===== src/rtl/hilo_ctrl.sv =====
// hilo_ctrl: EX-stage HI/LO registers plus the launch/capture/clear sequencer
// for the shift-add multiplier, with MTHI/MTLO writes and MFHI/MFLO reads.
module hilo_ctrl #(
   parameter int MAX_CYCLES = 40
) (
   input  logic        clk,
   input  logic        rst,
   input  logic        MultE,
   input  logic        MfhiE,
   input  logic        MfloE,
   input  logic        MthiE,
   input  logic        MtloE,
   input  logic        FlushE,
   input  logic [31:0] SrcAE,
   input  logic        mult_completed,
   input  logic [31:0] mult_hi,
   input  logic [31:0] mult_lo,
   output logic        mult_go,
   output logic        mult_clr,
   output logic        StallMultE,
   output logic [31:0] HiLoOutE,
   output logic [31:0] hi,
   output logic [31:0] lo,
   output logic        busy,
   output logic        mult_err
);
   typedef enum logic [1:0] {IDLE, RUN, CLEAR, DONE} state_t;
   localparam int CW = $clog2(MAX_CYCLES + 1);
   state_t state, state_nx;
   logic [CW-1:0] cnt;
   logic idle, run, start, mthi_w, mtlo_w, timeout;
   always_comb begin
      idle       = state == IDLE;
      run        = state == RUN;
      start      = idle & MultE & ~FlushE;
      // MultE outranks MTHI, which outranks MTLO, when several are raised together
      mthi_w     = idle & MthiE & ~FlushE & ~MultE;
      mtlo_w     = idle & MtloE & ~FlushE & ~MultE & ~MthiE;
      timeout    = cnt == CW'(MAX_CYCLES - 1);
      state_nx   = idle ? (start ? RUN : IDLE) :
                   run ? ((mult_completed | timeout) ? CLEAR : RUN) :
                   state == CLEAR ? DONE : IDLE;
      mult_go    = start | run;
      mult_clr   = state == CLEAR;
      StallMultE = start | run | (state == CLEAR);
      busy       = ~idle;
      HiLoOutE   = MfhiE ? hi : (MfloE ? lo : 32'd0);
   end
   always_ff @(posedge clk) begin
      if (rst) begin
         state    <= IDLE;
         cnt      <= '0;
         hi       <= '0;
         lo       <= '0;
         mult_err <= 1'b0;
      end else begin
         state <= state_nx;
         cnt   <= run ? cnt + 1'b1 : '0;
         if (run && mult_completed) begin
            hi <= mult_hi;
            lo <= mult_lo;
         end
         if (mthi_w) hi <= SrcAE;
         if (mtlo_w) lo <= SrcAE;
         if (run && !mult_completed && timeout) mult_err <= 1'b1;
      end
   end
endmodule


===== config.mk =====
export PLATFORM = sky130hd
export DESIGN_NAME = hilo_ctrl
export DESIGN_NICKNAME = d
export VERILOG_FILES = /design/src/rtl/hilo_ctrl.sv
export SDC_FILE = /design/constraint.sdc
export NUM_CORES = 1
export LEC_CHECK = 0
export ABC_CLOCK_PERIOD_IN_PS = 1700
export BUFFER_PORTS_ARGS = -buffer_cell sky130_fd_sc_hd__buf_2
export CELL_PAD_IN_SITES_DETAIL_PLACEMENT = 1
export CELL_PAD_IN_SITES_GLOBAL_PLACEMENT = 2
export CORE_UTILIZATION = 23
export CTS_BUF_LIST = sky130_fd_sc_hd__clkbuf_4 sky130_fd_sc_hd__clkbuf_8
export CTS_CLUSTER_SIZE = 8
export DETAILED_ROUTE_END_ITERATION = 7
export GPL_TIMING_DRIVEN = 0
export PLACE_DENSITY = 0.85
export SYNTH_ARGS = -nofsm -noshare
export SYNTH_HDL_FRONTEND = slang
export SYNTH_SLANG_ARGS = --single-unit

===== constraint.sdc =====
create_clock -name clk -period 1.7 [get_ports clk]
set_input_delay 0.17 -clock clk [delete_from_list [all_inputs] [get_ports clk]]
set_output_delay 0.17 -clock clk [all_outputs]
set_load 0.05 [all_outputs]

# [Word level (Yosys, flattened, before mapping)]
# Cells that the tools add are included.
# W data, S select, Z words.
[totals] out_inout_bits=101 regBits=73
[op_classes] n_eq_ne=3 n_mux=11 n_reduce_logical=8 bitwise_logic=17 add_sub_neg=1
[op_table] op="$mux W32" count=6
[op_table] op="$and A1 B1 Y1" count=9
[op_table] op="$mux W2" count=4
[op_table] op="$add A6 B1 Y6 const B" count=1
[op_table] op="$eq A6 B6 Y1 const B" count=1
[op_table] op="$not A1 Y1" count=5
[op_table] op="$reduce_bool A2 Y1" count=2
[op_table] op="$logic_and A1 B1 Y1" count=3
[op_table] op="$or A1 B1 Y1" count=3
[op_table] op="$eq A2 B1 Y1 const B" count=1
[op_table] op="$eq A2 B2 Y1 const B" count=1
[op_table] op="$logic_not A2 Y1" count=1
[op_table] op="$reduce_or A2 Y1" count=1
[op_table] op="$logic_not A1 Y1" count=1
[op_table] op="$mux W1" count=1

# [Depth between registers and ports, before layout]
# Gate-level depths: netlist (run 1).
[logic_depth] word_depth=6 ltp_mapped=6 mapped_depth_nobuf=4

# [Worst setup path after synthesis (run 1)]
# No wires, ideal clock.
[synth_path] kind="register -> output" from="register lo[0]" to="output HiLoOutE[0]" n_path_buf=0 required_ns=1.530 stages_incl_launch_ff=3 t_arrival_ns=1.815 slack_ns=-0.285 cell_sequence="dfxtp_1 > nand2_1 > o21ai_0"
[synth_via] elab_chain_len=2
[synth_rtl] element="start: declaration" line_no="23" source="output logic [31:0] lo,"
[synth_rtl] element="start signal: assignment" line_no="61" source="lo <= mult_lo;"
[synth_rtl] element="start signal: assignment" line_no="64" source="if (mtlo_w) lo <= SrcAE;"
[synth_rtl] element="$mux W32 (2 in a row)" line_no="47" source="HiLoOutE = MfhiE ? hi : (MfloE ? lo : 32'd0);"
[synth_rtl] element="end: declaration" line_no="21" source="output logic [31:0] HiLoOutE,"
# No other way between the ends.

# [Final worst setup path (run 1)]
[layout_path] from="register state[1]" to="register lo[16]"
[layout_via] elab_chain_len=6 elab_cells_between_ends=9 classes_between="1 x eq/ne; 1 x mux; 4 x bitwise; 3 x reduce/logical"
[layout_rtl] element="start: declaration" line_no="29" source="state_t state, state_nx;"
[layout_rtl] element="start signal: assignment" line_no="57" source="state <= state_nx;"
[layout_rtl] element="$logic_not A2 Y1" line_no="33" source="idle = state == IDLE;"
[layout_rtl] element="$and A1 B1 Y1 (4 in a row)" line_no="38" source="mtlo_w = idle & MtloE & ~FlushE & ~MultE & ~MthiE;"
[layout_rtl] element="$mux W32 / $reduce_bool A2 Y1 (equally long branches)"
# Parallel ways exist; a longest one is shown, timed or not.
# A chain may end at the register's enable or synchronous reset.

==> impl_summary.txt, run 1 <==
----------------------------------------------------
[Run status]
  Run status ... complete, but fails checks
  Failing checks ... negative setup slack

[Min path]
  Hold Path Class ... in -> reg

[Clock tree]
  TritonCTS clock tree ... done
  Root buffer cell ... sky130_fd_sc_hd__clkbuf_8
  TritonCTS Buffers ... 9
  Clock Pin Slew Worst Setup and Hold Paths ... 0.08 ns
  H-Tree Level Count ... 3
  Clock sinks ... 73
  Hold-fix buffer count after cts ... 0
  Clock buffer depth ... 2
  Worst skew pair latency ... 0.37 ns

[Global routing]
  Pin count of the biggest net entering global routing ... 12
  GRT overflow ... 0
  Global-route total usage across every layer ... 21.64%
  Global-route wire length before repair ... 27.06 mm
  Antenna violations before repair ... 2
  Vias in the first global route ... 4994

[Drt]
  Routed wire per std cell ... 19.19 µm
  Count of nets left with antenna violations after detail routing ... 0
  Detailed-route wire length ... 18.36 mm
  Number of DRC markers after the initial detailed-route iteration ... 244
  First-pass DRT Iterations ... 5
  Remaining DRCs ... 0
  Vias ... 4744
  Via-to-Cell Ratio ... 4.957

[Worst setup path]
  Kind of start point of the critical path ... flip-flop
  Setup crit end kind ... flip-flop
  Bufs and invs on worst path ... 2
  Worst path arrival time ... 2.00 ns
  Cell family contributing the most delay on the critical path ... simple AND/OR/NAND/NOR gates
  Highest net fanout along the worst path ... 10
  Cells along the critical path ... or4_4 -> or2_1 -> buf_6 -> buf_6 -> a311oi_2
  Cell at the slowest stage of the critical path ... sky130_fd_sc_hd__or4_4
  Type of the setup path with the least slack ... reg -> reg
  Most Frequent Cell on Critical Path ... sky130_fd_sc_hd__buf_6
  Slowest cell delay on critical path ... 0.49 ns
  Required arrival time at the worst endpoint ... 1.97 ns

[Power and ir drop]
  Fraction of power consumed by combinational cells ... 29.6%
  Clock share of power ... 31.8%
  Sw frac ... 37.58%
  Int Power ... 3.098 mW
  Static leakage power ... 2.320 nW
  Psw ... 1.865 mW
  Pwr dens ... 871.9 mW/mm²
  Total power consumption of the routed design ... 4.963 mW
  Reg power frac ... 38.6%
  Worst IR drop on VDD ... 0.2999 mV

[STA]
  Post-route clock skew ... 0.007722 ns
  Fmax ... 575.9 MHz
  Rel. slew slack ... 43.42%
  Endpoints failing hold ... 0
  Setup slack after layout ... -0.03637 ns
  Ratio of final minimum period to clock period ... 102.1%
  Unrepaired setup endpoints after global routing ... yes
  Max-slew violations ... 0
  Actual slew at the worst max-slew pin ... 0.8487 ns
  Final count of negative-setup-slack endpoints ... 15
  Final-layout worst hold slack ... 0.05822 ns
  Min Tclk post-route ... 1.736 ns

[Logic synthesis]
  Synth area leaders ... sky130_fd_sc_hd__dfxtp_1, sky130_fd_sc_hd__nand2_1, sky130_fd_sc_hd__a311oi_1, sky130_fd_sc_hd__o31ai_1, sky130_fd_sc_hd__a31oi_1
  Share of flip-flops with an asynchronous set or reset after synthesis ... 0%
  Ranking of synthesized cells by instance count ... sky130_fd_sc_hd__nand2_1, sky130_fd_sc_hd__dfxtp_1, sky130_fd_sc_hd__clkbuf_1
  Sequential element share of the synthesized area ... 39.34%
  Area fraction in compound gates after synthesis ... 25.03%
  Syn Inst Count ... 520
  Most instantiated flip-flop cell in the synthesis netlist ... sky130_fd_sc_hd__dfxtp_1
  Flip-flop and latch count after synthesis ... 73
  Mux contribution to synthesized area ... 0%
  Avg Inst Size Synth ... 7.144 µm²
  Number of enable-type register cells in the synthesized netlist ... 0
  Share of the synthesized area in the top cell type ... 39.34%
  Area of the mapped netlist ... 0.003715 mm²
  Area share of and/or/nand/nor cells after synthesis ... 27.85%
  Post-synthesis adder-cell area fraction ... 0.3368%
  Synthesized net count ... 626
  Synth Area in XOR/XNOR ... 0.7073%
  Largest family of logic cells by synthesized area ... simple AND/OR/NAND/NOR gates
  Most repeated cell in the gate-level netlist after synthesis ... sky130_fd_sc_hd__nand2_1
  Count of distinct cell types in the synthesized netlist ... 31
  Total of warnings raised by yosys ... 0
  Yosys top cell by area ... sky130_fd_sc_hd__dfxtp_1

[Floorplan]
  I/O pin cnt ... 206
  Placeable core area ... 0.01583 mm²
  Die X ... 129.1 µm
  DIE HEIGHT ... 129.1 µm
  Initial core utilization ... 23.47%
  Number of rows in the core area ... 46
  Total Die Area ... 0.01666 mm²

[Job]
  Number of violations of the max-capacitance limit ... 0

[Cells and area]
  Area added between synthesis and finish ... 53.22%
  Proportion of layout cells with a drive suffix above 1 ... 43.44%
  Cell area after layout ... 0.005692 mm²
  Final net count ... 841

[Place]
  Placement Cell Area ... 0.005001 mm²
  Buffers on Ports ... 203
  Detailed placer's ending HPWL ... 13.95 mm
  Gpl congestion ... 0.8805

----------------------------------------------------
-- registers in the layout (all words and copies together), names as in the netlist --
name / cells
hi: 32
lo: 32
cnt: 6
state: 2
mult_err: 1
-- cell usage in the layout, fill, tap and decap left out, drive strengths merged --
cell    instances
a21oi           2
a311oi         32
a31oi          33
and3b           1
buf           219
bufinv          2
clkbuf         50
clkinv          2
dfxtp          73
diode           2
ha              1
inv             3
nand2         195
nand2b          4
nand3           3
nand3b          1
nand4b          1
nor2            6
nor3           33
nor3b           1
nor4            1
o21a            1
o21ai          34
o31a            1
o31ai          32
or2             3
or3             1
or4             1
xnor2           1
xor2            2
-- per-stage QoR --
stage                     util (%)  worst slack [ns]  setup TNS [ns]  cells
after floorplan                  -           0.08355               0    520
after global placement       31.60           -0.2512          -15.68    939
after detailed placement     31.60           -0.3119          -19.64    939
after CTS                    34.33          -0.02601         -0.1838    953
after global routing         35.96          -0.09459          -2.545    957
final                        35.96          -0.03637         -0.2060    957
-- power groups by stage --
stage	registers [mW]	logic, mW	clock network, mW
after floorplan	2.28	0.556	0
after global placement	1.95	1.33	0
after detailed placement	1.95	1.35	0
after CTS	1.91	1.41	1.62
after global routing	1.93	1.56	1.67
final	1.91	1.47	1.58
-- cell families after synthesis --
logic type,Yosys count
AND/OR/NAND/NOR,251
AO/OA/AOI/OAI,135
flip-flops,73
buffers and inverters,57
XOR/XNOR,3
adder cells (fa/ha/maj),1
-- layer usage --
layer  up-vias  share of wire (%)  global-route usage (%)
met3        38                5.7                   4.335
met4         0                3.7                   11.00
met2       178                 47                   36.15
met1      2269                 44                   26.45
met5         -                  0                       0
li1       2259                  -                       -
-- repair_timing --
item                                    4_1_cts  5_1_grt
buffers inserted                              0        2
resized for setup                            59       54
endpoints found under the setup margin       93       66
pin swaps                                     0        1
-- worst reg2reg max path, delay by kind of cell, from the launching register on --
| family | cells | cell delay (ns) |
|---|---|---|
| and+or+nand+nor | 2 | 0.74 |
| DFF | 1 | 0.37 |
| buffers and inverters | 2 | 0.29 |
| AOI/OAI and AO/OA | 1 | 0.23 |
-- cell type report --
class	instances	area (µm²)
buffer	52	294.0
timing repair buffer	205	1031
multi-input combinational	390	2394
inverter	4	15.01
clock buffer	12	152.6
sequential	73	1465
antenna	2	5.005
fill	1984	10140
tap	216	270.3
clock inverter	3	65.06
-- worst paths after layout --
kind                            endpoint  cells after the start  slack [ns]         from
worst max-delay path              lo[16]                      5       -0.04     state[1]
worst min-delay path              hi[29]                      3        0.06  mult_hi[29]
worst max register to register    lo[16]                      5       -0.04     state[1]
worst min register to register    cnt[0]                      1        0.45       cnt[0]
(Power assumes the default switching activity.)
==> inputs of run 2 (changes only) <==
Settings changed: SETUP_SLACK_MARGIN set to 0.02.
==> impl_summary.txt, run 2 (synthesis gave the netlist of run 1 again) <==
----------------------------------------------------
[Cells and area]
  Area added between synthesis and finish ... 56.79%
  Sequential standard cell area ... 0.001465 mm² (unchanged)
  Cell area after layout ... 0.005824 mm² (+2.3%)
  Final net count ... 841 (unchanged)
  Largest registers ... hi x32, lo x32, cnt x6
  Combined area of the multi-input logic cells ... 0.002497 mm² (+4.3%)
  Highest-count cells in the layout ignoring fill and taps ... sky130_fd_sc_hd__buf_2, sky130_fd_sc_hd__nand2_1, sky130_fd_sc_hd__dfxtp_1
  Leading cell type in the layout, fill and taps excluded ... sky130_fd_sc_hd__buf_2
  Final-layout fill cell count ... 1966 (-0.91%)
  Proportion of layout cells with a drive suffix above 1 ... 44.11% (+0.68 points)

[Worst setup path]
  Number of cells on the worst reg-to-reg path ... 5 (unchanged)
  Worst path arrival time ... 1.99 ns (about the same)
  Highest net fanout along the worst path ... 10 (unchanged)
  Required arrival time at the worst endpoint ... 1.97 ns (about the same)
  Slowest cell delay on critical path ... 0.49 ns (about the same)
  Setup crit end kind ... flip-flop
  Type of the setup path with the least slack ... reg -> reg
  Cell at the slowest stage of the critical path ... sky130_fd_sc_hd__or4_4
  Cells along the critical path ... or4_4 -> or2_1 -> buf_6 -> buf_8 -> a311oi_2
  Kind of start point of the critical path ... flip-flop

[Power and ir drop]
  Int Power ... 3.116 mW (+0.58%)
  Psw ... 1.898 mW (+1.8%)
  Fraction of power consumed by combinational cells ... 30.1% (+0.5 points)
  Total power consumption of the routed design ... 5.013 mW (+1.0%)
  Reg power frac ... 38.1% (-0.5 points)
  Clock share of power ... 31.7% (about the same)
  Worst IR drop on VDD ... 0.2962 mV (-1.2%)
  Pwr dens ... 860.8 mW/mm² (-1.3%)
  Static leakage power ... 2.372 nW (+2.3%)
  Sw frac ... 37.86% (+0.27 points)

[Drt]
  Vias ... 4837 (+2.0%)
  Via-to-Cell Ratio ... 5.054 (+2.0%)
  First-pass DRT Iterations ... 4 (-1)
  Number of DRC markers after the initial detailed-route iteration ... 189 (-23%)
  Routed wire per std cell ... 19.27 µm (+0.42%)
  Count of nets left with antenna violations after detail routing ... 0 (unchanged)
  Detailed-route wire length ... 18.44 mm (+0.42%)
  Remaining DRCs ... 0 (unchanged)

[Clock tree]
  H-Tree Level Count ... 3 (unchanged)
  TritonCTS Buffers ... 9 (unchanged)
  Worst skew pair latency ... 0.37 ns (about the same)
  Root buffer cell ... sky130_fd_sc_hd__clkbuf_8
  Clock sinks ... 73 (unchanged)
  Clock Pin Slew Worst Setup and Hold Paths ... 0.08 ns (about the same)
  Hold-fix buffer count after cts ... 0 (unchanged)
  TritonCTS clock tree ... done
  Clock buffer depth ... 2 (unchanged)

[Place]
  Buffers on Ports ... 203 (unchanged)
  Placement Cell Area ... 0.005001 mm² (unchanged)
  Detailed placer's ending HPWL ... 13.95 mm (unchanged)
  Gpl congestion ... 0.8805 (unchanged)

[Global routing]
  Global-route total usage across every layer ... 21.55% (-0.090 points)
  Antenna violations before repair ... 2 (unchanged)
  Global-route wire length before repair ... 26.95 mm (-0.41%)
  Vias in the first global route ... 4979 (-0.30%)
  GRT overflow ... 0 (unchanged)
  Pin count of the biggest net entering global routing ... 12 (unchanged)

[STA]
  Final TNS setup ... -0.07647 ns (+0.1295 ns)
  Max-slew violations ... 0 (unchanged)
  Post-route clock skew ... 0.01006 ns (+0.002336 ns)
  Fmax ... 580.6 MHz (+0.81%)
  Rel. slew slack ... 31.79% (-12 points)
  Actual slew at the worst max-slew pin ... 1.023 ns (+0.1745 ns)
  Min Tclk post-route ... 1.722 ns (-0.01396 ns)
  Ratio of final minimum period to clock period ... 101.3% (-0.82 points)
  Setup slack after layout ... -0.02241 ns (+0.01396 ns)
  Unrepaired setup endpoints after global routing ... yes
  Endpoints failing hold ... 0 (unchanged)
  Final count of negative-setup-slack endpoints ... 8 (-7)

[Floorplan]
  Die X ... 129.1 µm (unchanged)
  DIE HEIGHT ... 129.1 µm (unchanged)
  Initial core utilization ... 23.47% (unchanged)
  Total Die Area ... 0.01666 mm² (unchanged)
  I/O pin cnt ... 206 (unchanged)
  Number of rows in the core area ... 46 (unchanged)
  Placeable core area ... 0.01583 mm² (unchanged)

[Min path]
  Hold Path Class ... in -> reg
  Worst hold stages ... 3 (unchanged)

[Run status]
  Failing checks ... negative setup slack
  Run status ... complete, but fails checks

[Job]
  Number of violations of the max-capacitance limit ... 0 (unchanged)

----------------------------------------------------
## run 2: cell type report
| class | count | share of cell area, % |
|---|---|---|
| clock inverters | 3 | 1.117 |
| clock buffers | 12 | 2.621 |
| multi-input cells | 390 | 42.88 |
| well taps | 216 | 4.640 |
| diodes | 2 | 0.08593 |
| inverters | 4 | 0.2578 |
| repair buffers | 205 | 17.74 |
| plain buffers | 52 | 5.499 |
| flip-flops and latches | 73 | 25.16 |
## run 2: what timing repair did
item                       in CTS  in global routing
cloned                          0                  0
setup endpoints to repair      95                 70
resized for setup              75                 62
buffers inserted                2                  0
pin swaps                       1                  1
## run 2: final timing paths
kind / start / end / slack (ns)
hold reg to reg: cnt[0] / cnt[0] / 0.45
hold / removal: mult_hi[5] / hi[5] / 0.06
setup reg to reg: state[1] / lo[5] / -0.02
setup / recovery: state[1] / lo[5] / -0.02
## run 2: power by group through the flow
stage / Clock, mW / Sequential, mW / Combinational, mW
floorplan: 0 / 2.28 / 0.556
global placement: 0 / 1.95 / 1.33
detailed placement: 0 / 1.95 / 1.35
CTS: 1.62 / 1.91 / 1.43
global route: 1.67 / 1.93 / 1.60
finish: 1.59 / 1.91 / 1.51
## run 2: critical path: cells and delay by family (launching register included)
family | cells | cell delay (ns)
compound gates | 1 | 0.22
flops | 1 | 0.36
buf+inv | 2 | 0.29
simple gates | 2 | 0.74
## run 2: metrics by stage
stage               setup WS (ns)  hold WS [ns]  instances  utilization (%)
detailed placement        -0.3119        0.4411        939            31.60
global route             -0.07881       0.05982        957            36.80
floorplan                 0.08355        0.3061        520                -
global placement          -0.2512        0.4299        939            31.60
finish                   -0.02241       0.05806        957            36.80
CTS                      -0.02315       0.03999        955            34.93
## run 2: per-layer routing
layer | global-route usage, % | share of wire [%] | up-vias
met5 | 0 | 0 | -
met4 | 10.93 | 3.4 | 0
met3 | 4.459 | 6.0 | 37
met2 | 35.80 | 48 | 183
met1 | 26.42 | 43 | 2350
li1 | - | - | 2267
